### config.mk
export PLATFORM = sky130hd
export DESIGN_NAME = launchpad_key_encoder_flat
export DESIGN_NICKNAME = d
export VERILOG_FILES = /design/src/rtl/launchpad_key_encoder_if.sv /design/src/rtl/launchpad_key_encoder.sv /design/src/flat_wrapper.sv
export SDC_FILE = /design/constraint.sdc
export NUM_CORES = 1
export LEC_CHECK = 0
export ABC_CLOCK_PERIOD_IN_PS = 8550
export CORE_MARGIN = 4
export CORE_UTILIZATION = 47
export CTS_BUF_LIST = sky130_fd_sc_hd__clkbuf_2
export DETAILED_ROUTE_END_ITERATION = 10
export MAX_ROUTING_LAYER = met4
export SLEW_MARGIN = 5
export SYNTH_ARGS = -nofsm -noshare
export SYNTH_HDL_FRONTEND = slang
export SYNTH_SLANG_ARGS = --single-unit
### constraint.sdc
create_clock -name clk -period 8.55 [get_ports clk]
set_clock_uncertainty 0.2 [all_clocks]
set_input_delay 1.71 -clock clk [delete_from_list [all_inputs] [get_ports clk]]
set_output_delay 1.71 -clock clk [all_outputs]
set_load 0.01 [all_outputs]
### src/rtl/launchpad_key_encoder_if.sv
// Event/pattern bus for launchpad_key_encoder: UART-facing valid/ready code stream
// plus the run-time pattern table write port.
interface launchpad_key_encoder_if #(
    parameter int NUM_KEYS = 16,
    parameter int LED_W    = 16,
    parameter int CODE_W   = 8
);
    localparam int ADDR_W = $clog2(NUM_KEYS);

    logic [CODE_W-1:0] tx_data;
    logic              tx_valid;
    logic              tx_ready;
    logic              pat_we;
    logic [ADDR_W-1:0] pat_addr;
    logic [LED_W-1:0]  pat_wdata;

    modport master (
        output tx_data, tx_valid,
        input  tx_ready, pat_we, pat_addr, pat_wdata
    );

    modport slave (
        input  tx_data, tx_valid,
        output tx_ready, pat_we, pat_addr, pat_wdata
    );
endinterface

### src/rtl/launchpad_key_encoder.sv
// Launch-pad key encoder: sync + shared debounce, press-edge priority encode, LED
// pattern lookup, event FIFO to UART. Optional release codes: LAUNCHPAD_RELEASE_CODE_EN.
module launchpad_key_encoder #(
    parameter int NUM_KEYS        = 16,
    parameter int LED_W           = 16,
    parameter int CODE_W          = 8,
    parameter int DEBOUNCE_CYCLES = 50000,
    parameter int FIFO_DEPTH      = 4,
    parameter int LED_HOLD        = 0
) (
    input  logic                clk,
    input  logic                rst_n,
    input  logic [NUM_KEYS-1:0] key_in,
    output logic [LED_W-1:0]    led_out,
    output logic [7:0]          drop_cnt,
    launchpad_key_encoder_if.master bus
);
    localparam int IDX_W = $clog2(NUM_KEYS);
    localparam int CNT_W = $clog2(DEBOUNCE_CYCLES);
    localparam int PTR_W = $clog2(FIFO_DEPTH);
    localparam logic [CNT_W-1:0] CNT_TC   = CNT_W'(DEBOUNCE_CYCLES - 1);
    localparam logic [PTR_W:0]   FIFO_MAX = (PTR_W+1)'(FIFO_DEPTH);

    logic [NUM_KEYS-1:0] sync_1, s, s_prev, d, d_prev;
    logic [CNT_W-1:0]    stable_cnt;
    logic [LED_W-1:0]    pat_table [NUM_KEYS];
    logic [CODE_W-1:0]   fifo_mem  [FIFO_DEPTH];
    logic [PTR_W-1:0]    wr_ptr, rd_ptr;
    logic [PTR_W:0]      fifo_cnt;

    logic [NUM_KEYS-1:0] press;
    logic                press_any;
    logic [IDX_W-1:0]    press_idx;
    logic                push_req;
    logic [CODE_W-1:0]   push_code;
    logic                lost;
    logic                fifo_full, pop, do_push, drop_push;
    logic [1:0]          drop_inc;
    logic [8:0]          drop_sum;

    assign press = d & ~d_prev;

    always_comb begin
        press_any = |press;
        press_idx = '0;
        for (int i = NUM_KEYS - 1; i >= 0; i--) begin
            if (press[i]) press_idx = IDX_W'(i);
        end
    end

`ifdef LAUNCHPAD_RELEASE_CODE_EN
    logic [NUM_KEYS-1:0] rel;
    logic                rel_any;
    logic [IDX_W-1:0]    rel_idx;

    assign rel = d_prev & ~d;

    always_comb begin
        rel_any = |rel;
        rel_idx = '0;
        for (int i = NUM_KEYS - 1; i >= 0; i--) begin
            if (rel[i]) rel_idx = IDX_W'(i);
        end
    end

    // A release coinciding with a press loses the slot and is counted as a drop.
    always_comb begin
        push_req  = press_any;
        push_code = CODE_W'(press_idx) + CODE_W'(1);
        lost      = press_any & rel_any;
        if (!press_any && rel_any) begin
            push_req  = 1'b1;
            push_code = (CODE_W'(rel_idx) + CODE_W'(1)) | (CODE_W'(1) << (CODE_W - 1));
        end
    end
`else
    always_comb begin
        push_req  = press_any;
        push_code = CODE_W'(press_idx) + CODE_W'(1);
        lost      = 1'b0;
    end
`endif

    assign fifo_full = (fifo_cnt == FIFO_MAX);
    assign pop       = bus.tx_valid & bus.tx_ready;
    assign do_push   = push_req & (~fifo_full | pop);
    assign drop_push = push_req & fifo_full & ~pop;
    assign drop_inc  = {1'b0, drop_push} + {1'b0, lost};
    assign drop_sum  = {1'b0, drop_cnt} + 9'(drop_inc);

    assign bus.tx_valid = (fifo_cnt != '0);
    assign bus.tx_data  = fifo_mem[rd_ptr];

    always_ff @(posedge clk) begin
        if (!rst_n) begin
            sync_1     <= '0;
            s          <= '0;
            s_prev     <= '0;
            d          <= '0;
            d_prev     <= '0;
            stable_cnt <= '0;
            led_out    <= '0;
            drop_cnt   <= '0;
            wr_ptr     <= '0;
            rd_ptr     <= '0;
            fifo_cnt   <= '0;
            for (int k = 0; k < FIFO_DEPTH; k++) fifo_mem[k] <= '0;
            for (int k = 0; k < NUM_KEYS; k++) pat_table[k] <= LED_W'(1) << (k % LED_W);
        end else begin
            sync_1 <= key_in;
            s      <= sync_1;
            s_prev <= s;
            d_prev <= d;

            if (s != s_prev) begin
                stable_cnt <= '0;
            end else begin
                if (stable_cnt != CNT_TC) stable_cnt <= stable_cnt + CNT_W'(1);
                if (stable_cnt == CNT_TC) d <= s;
            end

            // Lookup uses the pre-write table contents when a write hits the same entry.
            if (press_any) begin
                led_out <= pat_table[press_idx];
            end else if (LED_HOLD == 0 && d == '0 && d_prev != '0) begin
                led_out <= '0;
            end

            if (bus.pat_we && (32'(bus.pat_addr) < NUM_KEYS)) begin
                pat_table[bus.pat_addr] <= bus.pat_wdata;
            end

            if (do_push) begin
                fifo_mem[wr_ptr] <= push_code;
                wr_ptr           <= wr_ptr + PTR_W'(1);
            end
            if (pop) rd_ptr <= rd_ptr + PTR_W'(1);

            case ({do_push, pop})
                2'b10:   fifo_cnt <= fifo_cnt + (PTR_W+1)'(1);
                2'b01:   fifo_cnt <= fifo_cnt - (PTR_W+1)'(1);
                default: fifo_cnt <= fifo_cnt;
            endcase

            if (drop_inc != 2'd0) begin
                drop_cnt <= (drop_sum > 9'd255) ? 8'hFF : drop_sum[7:0];
            end
        end
    end
endmodule

### src/flat_wrapper.sv
// flat-port wrapper written by rule: the top's interface ports become plain ports
module launchpad_key_encoder_flat 
#(
    parameter int NUM_KEYS        = 16,
    parameter int LED_W           = 16,
    parameter int CODE_W          = 8,
    parameter int DEBOUNCE_CYCLES = 50000,
    parameter int FIFO_DEPTH      = 4,
    parameter int LED_HOLD        = 0
)
  (clk, rst_n, key_in, led_out, drop_cnt, bus_tx_data, bus_tx_valid, bus_tx_ready, bus_pat_we, bus_pat_addr, bus_pat_wdata);
  launchpad_key_encoder_if #(.NUM_KEYS(NUM_KEYS), .LED_W(LED_W), .CODE_W(CODE_W)) bus_i ();
  input  logic clk;
  input  logic rst_n;
  input  logic [NUM_KEYS-1:0] key_in;
  output logic [LED_W-1:0] led_out;
  output logic [7:0] drop_cnt;
  output wire logic [$bits(bus_i.tx_data)-1:0] bus_tx_data;
  output wire logic [$bits(bus_i.tx_valid)-1:0] bus_tx_valid;
  input wire logic [$bits(bus_i.tx_ready)-1:0] bus_tx_ready;
  input wire logic [$bits(bus_i.pat_we)-1:0] bus_pat_we;
  input wire logic [$bits(bus_i.pat_addr)-1:0] bus_pat_addr;
  input wire logic [$bits(bus_i.pat_wdata)-1:0] bus_pat_wdata;
  assign bus_tx_data = bus_i.tx_data;
  assign bus_tx_valid = bus_i.tx_valid;
  assign bus_i.tx_ready = bus_tx_ready;
  assign bus_i.pat_we = bus_pat_we;
  assign bus_i.pat_addr = bus_pat_addr;
  assign bus_i.pat_wdata = bus_pat_wdata;
  launchpad_key_encoder #(.NUM_KEYS(NUM_KEYS), .LED_W(LED_W), .CODE_W(CODE_W), .DEBOUNCE_CYCLES(DEBOUNCE_CYCLES), .FIFO_DEPTH(FIFO_DEPTH), .LED_HOLD(LED_HOLD)) u_core (.clk(clk), .rst_n(rst_n), .key_in(key_in), .led_out(led_out), .drop_cnt(drop_cnt), .bus(bus_i));
endmodule
; Word-level counts from Yosys, hierarchy flattened
; Memories as Yosys holds them, arrays and structs flattened. A register that Yosys moved wholly into a read port is not among the register bits.
; Index checks and enable logic that the tools add are counted.
[word_totals]
regBits = 127
latch_bits = 0
ram_bits = 276
mem_bits_ro = 0
out_inout_bits = 33
word_cells = 84
memories = 2
[mem_list]
columns = name, depth, width, read_ports, rd_clocked_by_memory_dff, wr, line
row1 = u_core.pat_table, 16, 16, 1, 0, 16, launchpad_key_encoder.sv:26  ; logic [LED_W-1:0] pat_table [NUM_KEYS];
row2 = u_core.fifo_mem, 4, 5, 1, 1, 4, launchpad_key_encoder.sv:27  ; logic [CODE_W-1:0] fifo_mem [FIFO_DEPTH];
[op_classes]
n_addsub = 7
n_mul = 0
div_mod_pow = 0
order_cmp = 1
eq_ne = 6
shifts = 0
mux = 35
bitwise = 11
reduce_logical = 11
[op_table]
columns = op, count
row1 = $mux 4, 17
row2 = $mux 16, 3
row3 = $reduce_or 16->1, 2
row4 = $add 16x1->16 const B, 1
row5 = $and 16x16->16, 1
row6 = $eq 16x16->1 const B, 1
row7 = $logic_not 16->1, 1
row8 = $ne 16x16->1, 1
row9 = $ne 16x16->1 const B, 1
row10 = $not 16->16, 1
row11 = $reduce_bool 16->1, 1
row12 = $add 8x1->9, 1
row13 = $gt 9x8->1 const B, 1
row14 = $mux 1, 9
row15 = $mux 8, 1
row16 = $mux 2, 3
row17 = $pmux 3 s2, 1
row18 = $add 4x1->5 const B, 1
row19 = $mux 5, 1
row20 = $reduce_or 5->1, 1
row21 = $add 2x1->2 const B, 2
row22 = $and 1x1->1, 4
row23 = $not 1->1, 4
row24 = $reduce_bool 2->1, 2
row25 = other kinds (10), 10

; Depth between registers and ports, before layout
; Gate-level depths: netlist of run 1.
[depth]
word_depth = 20
ltp_mapped = 11

; Worst setup path before layout of run 1
; Ideal clock, no wire load.
[synth_path]
path_type = input to register
from = input port bus_tx_ready
to = register u_core.drop_cnt[2]
setup_time_ns = 0.091
arrival_time_ns = 3.846
t_required_ns = 8.259
path_slack_ns = 4.414
cell_stages = 10
path_buffers = 1
cell_sequence = or4b_1 > clkbuf_1 > nor2_1 > ha_1 > ha_1 > and3_1 > and3_1 > and3_1 > nor3_1 > a311oi_1
[synth_via]
elab_chain_cells = 6
[synth_lines]
columns = item, line
row1 = "start, declared", flat_wrapper.sv:20  ; input wire logic [$bits(bus_i.tx_ready)-1:0] bus_tx_ready;
row2 = $and 1x1->1 *, launchpad_key_encoder.sv:85  ; assign pop = bus.tx_valid & bus.tx_ready;
row3 = $not 1->1 *, launchpad_key_encoder.sv:87  ; assign drop_push = push_req & fifo_full & ~pop;
row4 = $and 1x1->1 *, launchpad_key_encoder.sv:87
row5 = net u_core.drop_push, launchpad_key_encoder.sv:37  ; logic fifo_full, pop, do_push, drop_push;
row6 = $add 8x1->9, launchpad_key_encoder.sv:89  ; assign drop_sum = {1'b0, drop_cnt} + 9'(drop_inc);
row7 = $gt 9x8->1, launchpad_key_encoder.sv:146  ; drop_cnt <= (drop_sum > 9'd255) ? 8'hFF : drop_sum[7:0];
row8 = $mux 8, launchpad_key_encoder.sv:146
row9 = "end signal, assigned", launchpad_key_encoder.sv:146
row10 = "end, declared", launchpad_key_encoder.sv:15  ; output logic [7:0] drop_cnt,
; Mark *: on every way through the listed nets, which the timed path passes. The rest lies on a longest branch.
; A chain may end at the register's enable or synchronous reset.

==> metrics.cfg, run 1 <==
[synthesis]
synth_top_cell_area_share=0.473
ys.flop_type=edfxtp_1
syn_avg_cell_area_um2=10.8
synth.distinct_cells=60
netlist_top_cells_count=and2_1, edfxtp_1, nand2_1
synthesis.area_um2=17500
synthTopCellsByArea=edfxtp_1, dfxtp_1, and2_1
synthMostInstantiatedCell=and2_1
yosysWarnings=0
synth_cells=1618
yosys.area.top_type=edfxtp_1
seq_area_frac_synth=0.620
async_reset_ff_frac=0
synth_edf_count=276
ys_seq_elements=405

[detailed_routing]
antenna_left=0
drtPass1Iterations=5
vias=12079
drt_iter0_markers=734
wl_um=42500
drc=0
wl_per_cell_um=18.7
via_per_inst=5.31

[final_layout]
final_nets=1765
multi_input_area_um2=6090
drive_above_1_share=0.123
fin_cells=2273
area_delta_synth_final_pct=11.2
fillers=3266
seq_area_um2=10900

[worst_setup_path]
critPathLaunchType=register
cp_data_arrival_time_ps=2550
path_max_fanout=5
worst-endpoint-required_ps=6640
crit_type=reg -> out
end_kind=primary output

[sta]
rsz0062_at_grt=no
min_period_over_period=0.521
layout_setup_ws_ps=4090
hold_violations=0
finalSetupTns_ps=0
relSlewSlack=0.238
layout_min_cycle_time_ps=4460
fmax_mhz=224
setup_viol=0
tightest_slew_ps=1140
slew_violations=0

[clock_network]
post-cts-setup-buffers=0
cts_num_sinks=405
cts_buffer_depth=3
clk_pin_slew_ps=100
cts_tree=done
cts_max_level=3
cts-hold-fix-buffers=0
cts_root_buf=clkbuf_2
insertion_delay_ps=970
cts_buffers=101
cts_resized=0

[place]
portBuffers=69
gp_congestion=0.791
dp_slack_ps=3420
dp_cells=2084
dp_hpwl_um=26200

[floorplan]
pin_count=73
coreArea_um2=36700
dieWidth_um=201
dieArea_um2=40500
die_h_um=201
start_util=0.478
rows=70

[global_route]
grt_pass1_wl_um=66800
antenna_found_initial=1
grtUsageTotal=0.215
grt_start_max_net_pins=134
overflow=0
grt_pass1_vias=11898

[job]
drv_cap=0

[power]
p_leak_nw=7.40
powerDensity_nw_per_um2=187
peakVddDrop_mv=0.0872

[status]
status=finished clean

[worst_hold_path]
hold_class=reg -> reg

[cell type report]
class	instances	area share
Sequential cell	405	0.558
Multi-Input combinational cell	1086	0.312
Timing Repair Buffer	95	0.0452
Clock buffer	162	0.0416
Tap cell	468	0.0301
Clock inverter	26	0.00674
Inverter	30	0.00604
Antenna cell	1	0.000128
[final timing paths]
| path | start | to | slack [ps] | cells after the start |
|---|---|---|---|---|
| worst max-delay path | register | bus_tx_data[4] | 4090 | 2 |
| worst min-delay path | u_core.sync_1[0] | u_core.s[0] | 240 | 1 |
| worst max register to register | u_core.d[2] | u_core.fifo_mem[1][2] | 4540 | 9 |
| worst min register to register | u_core.sync_1[0] | u_core.s[0] | 240 | 1 |
[kinds of logic (layout without fill, tap and decap cells)]
family,Yosys count,in the layout,share of synthesized area
other,1,4,0.000214
and+or+nand+nor,886,886,0.257
buffers and inverters,129,313,0.0352
DFF,405,405,0.620
xor gates and xnor gates,35,35,0.0175
muxes,7,7,0.00757
adders and majority gates,6,6,0.00471
AOI/OAI and AO/OA,149,149,0.0573
[registers in the layout, summed over array words and instances, names as in the netlist, named ones only]
register	cells
u_core.d_prev	16
u_core.sync_1	16
u_core.led_out	16
u_core.d	16
u_core.fifo_cnt	3
u_core.rd_ptr	2
u_core.pat_table	256
u_core.stable_cnt	16
u_core.s_prev	16
u_core.drop_cnt	8
u_core.s	16
u_core.fifo_mem	20
u_core.wr_ptr	2
[layout by cell type, fill, tap and decap left out, drive strengths merged, types with 3 or more instances in the layout]
master,Yosys,layout
a211oi,14,14
a21oi,32,32
a31oi,34,34
and2,303,303
and3,10,10
buf,36,27
clkbuf,63,162
clkdlybuf4s50,0,68
clkinv,1,23
conb,1,3
dfxtp,129,129
edfxtp,276,276
ha,5,5
inv,29,31
mux4,5,5
nand2,258,258
nand2b,22,22
nand3,91,91
nand4,12,12
nor2,128,128
nor2b,10,10
nor3,9,9
nor3b,3,3
nor4,12,12
o2111ai,17,17
o211ai,15,15
o21ai,21,21
or3,18,18
xnor2,21,21
xor2,14,14
[routing by layer]
metal | track usage | wire length, µm
met2 | 0.329 | 19600
met5 | - | 0
met4 | 0.0688 | 797
met1 | 0.288 | 19300
met3 | 0.0477 | 2840
[through the flow]
stage | area [µm²] | util | total power, W | hold WS, ps
after floorplan | 17500 | - | 0.00231 | 212
after global placement | 18500 | 0.505 | 0.00238 | 215
after detailed placement | 18500 | 0.505 | 0.00239 | 219
after CTS | 19500 | 0.531 | 0.00369 | 241
after global routing | 19500 | 0.531 | 0.00381 | 241
final | 19500 | 0.531 | 0.00364 | 241
[report_power, final]
part | switching, W | internal [W]
sequential | 0.0000246 | 0.00217
clock | 0.000768 | 0.000528
combinational | 0.0000975 | 0.0000478
total | 0.000890 | 0.00275
[critical path, stage by stage (launching register included)]
cell,delay (ps)
dfxtp_1,540
mux4_2,570
clkdlybuf4s50_1,500
No activity file was read; power rests on OpenSTA's default activity.
==> inputs of run 2 (changes only) <==
ABC_CLOCK_PERIOD_IN_PS = 4610   (was 8550)
clock period = 4.61 ns   (was 8.55 ns; I/O delays follow)
==> run 2 against run 1 <==
Against the previous run:
- global-route usage is 0.12 points lower
- sequential power is 86% higher
- utilization is 0.32 points higher
- register-to-register slack worse by 3200 ps
- largest power group unchanged
- highest routed layer unchanged
==> metrics.cfg, run 2 (synthesis results as in run 1) <==
[worst_setup_path]
critPathLaunchType=register
worst-path-buf-inv=1
cp_data_arrival_time_ps=2580
crit_path_top_delay_cell=mux4_2
crit_family=multiplexers
slowest_delay_ps=570
end_kind=primary output
path_max_fanout=5
crit_chain=mux4_2 > clkdlybuf4s50_1
crit_type=reg -> out
worst-endpoint-required_ps=3490

[final_layout]
largest_register=u_core.pat_table
layout_commonest_cell=and2_1
fin_cells=2280
final_nets=1779
drive_above_1_share=0.131
area_delta_synth_final_pct=11.8
reg.largest.list=u_core.pat_table (256), u_core.fifo_mem (20)
utilization=0.534
largest_reg_flops=256
final_cell_mix=and2_1, edfxtp_1, nand2_1
postLayoutCellArea_um2=19600

[detailed_routing]
antenna_left=0
via_per_inst=5.30
vias=12089
drc=0
wl_per_cell_um=18.5
drt_iter0_markers=981
drtPass1Iterations=7
wl_um=42100

[global_route]
grt_pass1_wl_um=66700
grt_start_max_net_pins=86
grtUsageTotal=0.214
grt_pass1_vias=11979
overflow=0
antenna_found_initial=1

[clock_network]
cts_num_sinks=405
cts_tree=done
cts_max_level=3
cts_root_buf=clkbuf_2
clk_pin_slew_ps=100
cts-hold-fix-buffers=0
insertion_delay_ps=1020
cts_buffer_depth=3
post-cts-setup-buffers=0
cts_buffers=101
cts_resized=0

[power]
peakVddDrop_mv=0.203
powerDensity_nw_per_um2=348
p_leak_nw=7.48

[worst_hold_path]
hold_class=reg -> reg

[sta]
fmax_mhz=270
finalSetupTns_ps=0
rsz0062_at_grt=no
setup_viol=0
relSlewSlack=0.364
layout_min_cycle_time_ps=3700
hold_violations=0
tightest_slew_ps=950
min_period_over_period=0.803
slew_violations=0

[floorplan]
start_util=0.478
pin_count=73
dieWidth_um=201
die_h_um=201
rows=70
dieArea_um2=40500
coreArea_um2=36700

[place]
dp_cells=2098
portBuffers=69
gp_congestion=0.792
placed_area_um2=18600
dp_hpwl_um=26100

[status]
status=finished clean

[job]
drv_cap=0

[run 2: cell types whose count changed in the layout (fill, tap and decap cells not counted), sizes merged]
cell    before  now
bufinv       1    2
clkbuf     162  166
clkinv      23   11
buf         27   41
[run 2: layout make-up]
cell class | count | area (µm²)
diodes | 1 | 2.50
multi-input cells | 1086 | 6080
well taps | 468 | 586
clock buffers | 166 | 831
inverters | 30 | 118
repair buffers | 109 | 986
flip-flops and latches | 405 | 10900
fillers | 3295 | 17100
clock inverters | 15 | 128
[run 2: path summary, 6_finish.rpt]
path,cells past startpoint,to,from,slack [ps]
worst max register to register,11,u_core.drop_cnt[4],u_core.d[1],1360
worst min-delay path,1,u_core.s[14],u_core.sync_1[14],230
worst min register to register,1,u_core.s[14],u_core.sync_1[14],230
worst max-delay path,2,bus_tx_data[3],register,910
[run 2: worst reg2reg max path: cells and delay by family, from the launching register on]
family                   cells  cell delay (ps)
flip-flops                   1              340
AO/OA/AOI/OAI                1              130
AND/OR/NAND/NOR              8             1990
adder cells (fa/ha/maj)      2              430
[run 2: per-layer routing]
metal	wire length [µm]	share of wire	global-route usage	vias up
met5	0	0	-	-
met4	1080	0.026	0.0735	0
met3	2540	0.060	0.0425	97
met2	19000	0.45	0.322	371
met1	19500	0.46	0.293	5780
li1	-	-	-	5841
[run 2: report_power, final]
group | internal (W) | total, W | switching (W) | leakage, nW
Sequential | 0.00402 | 0.00407 | 0.0000451 | 3.69
Combinational | 0.0000921 | 0.000270 | 0.000178 | 3.04
Clock | 0.00105 | 0.00247 | 0.00142 | 0.747
[run 2: metrics by stage]
stage | total power, W | hold WS [ps] | worst slack (ps)
2_1_floorplan | 0.00428 | 212 | 1260
3_3_place_gp | 0.00442 | 217 | 691
3_5_place_dp | 0.00442 | 219 | 575
4_1_cts | 0.00691 | 175 | 752
5_1_grt | 0.00714 | 166 | 720
6_report | 0.00681 | 229 | 908
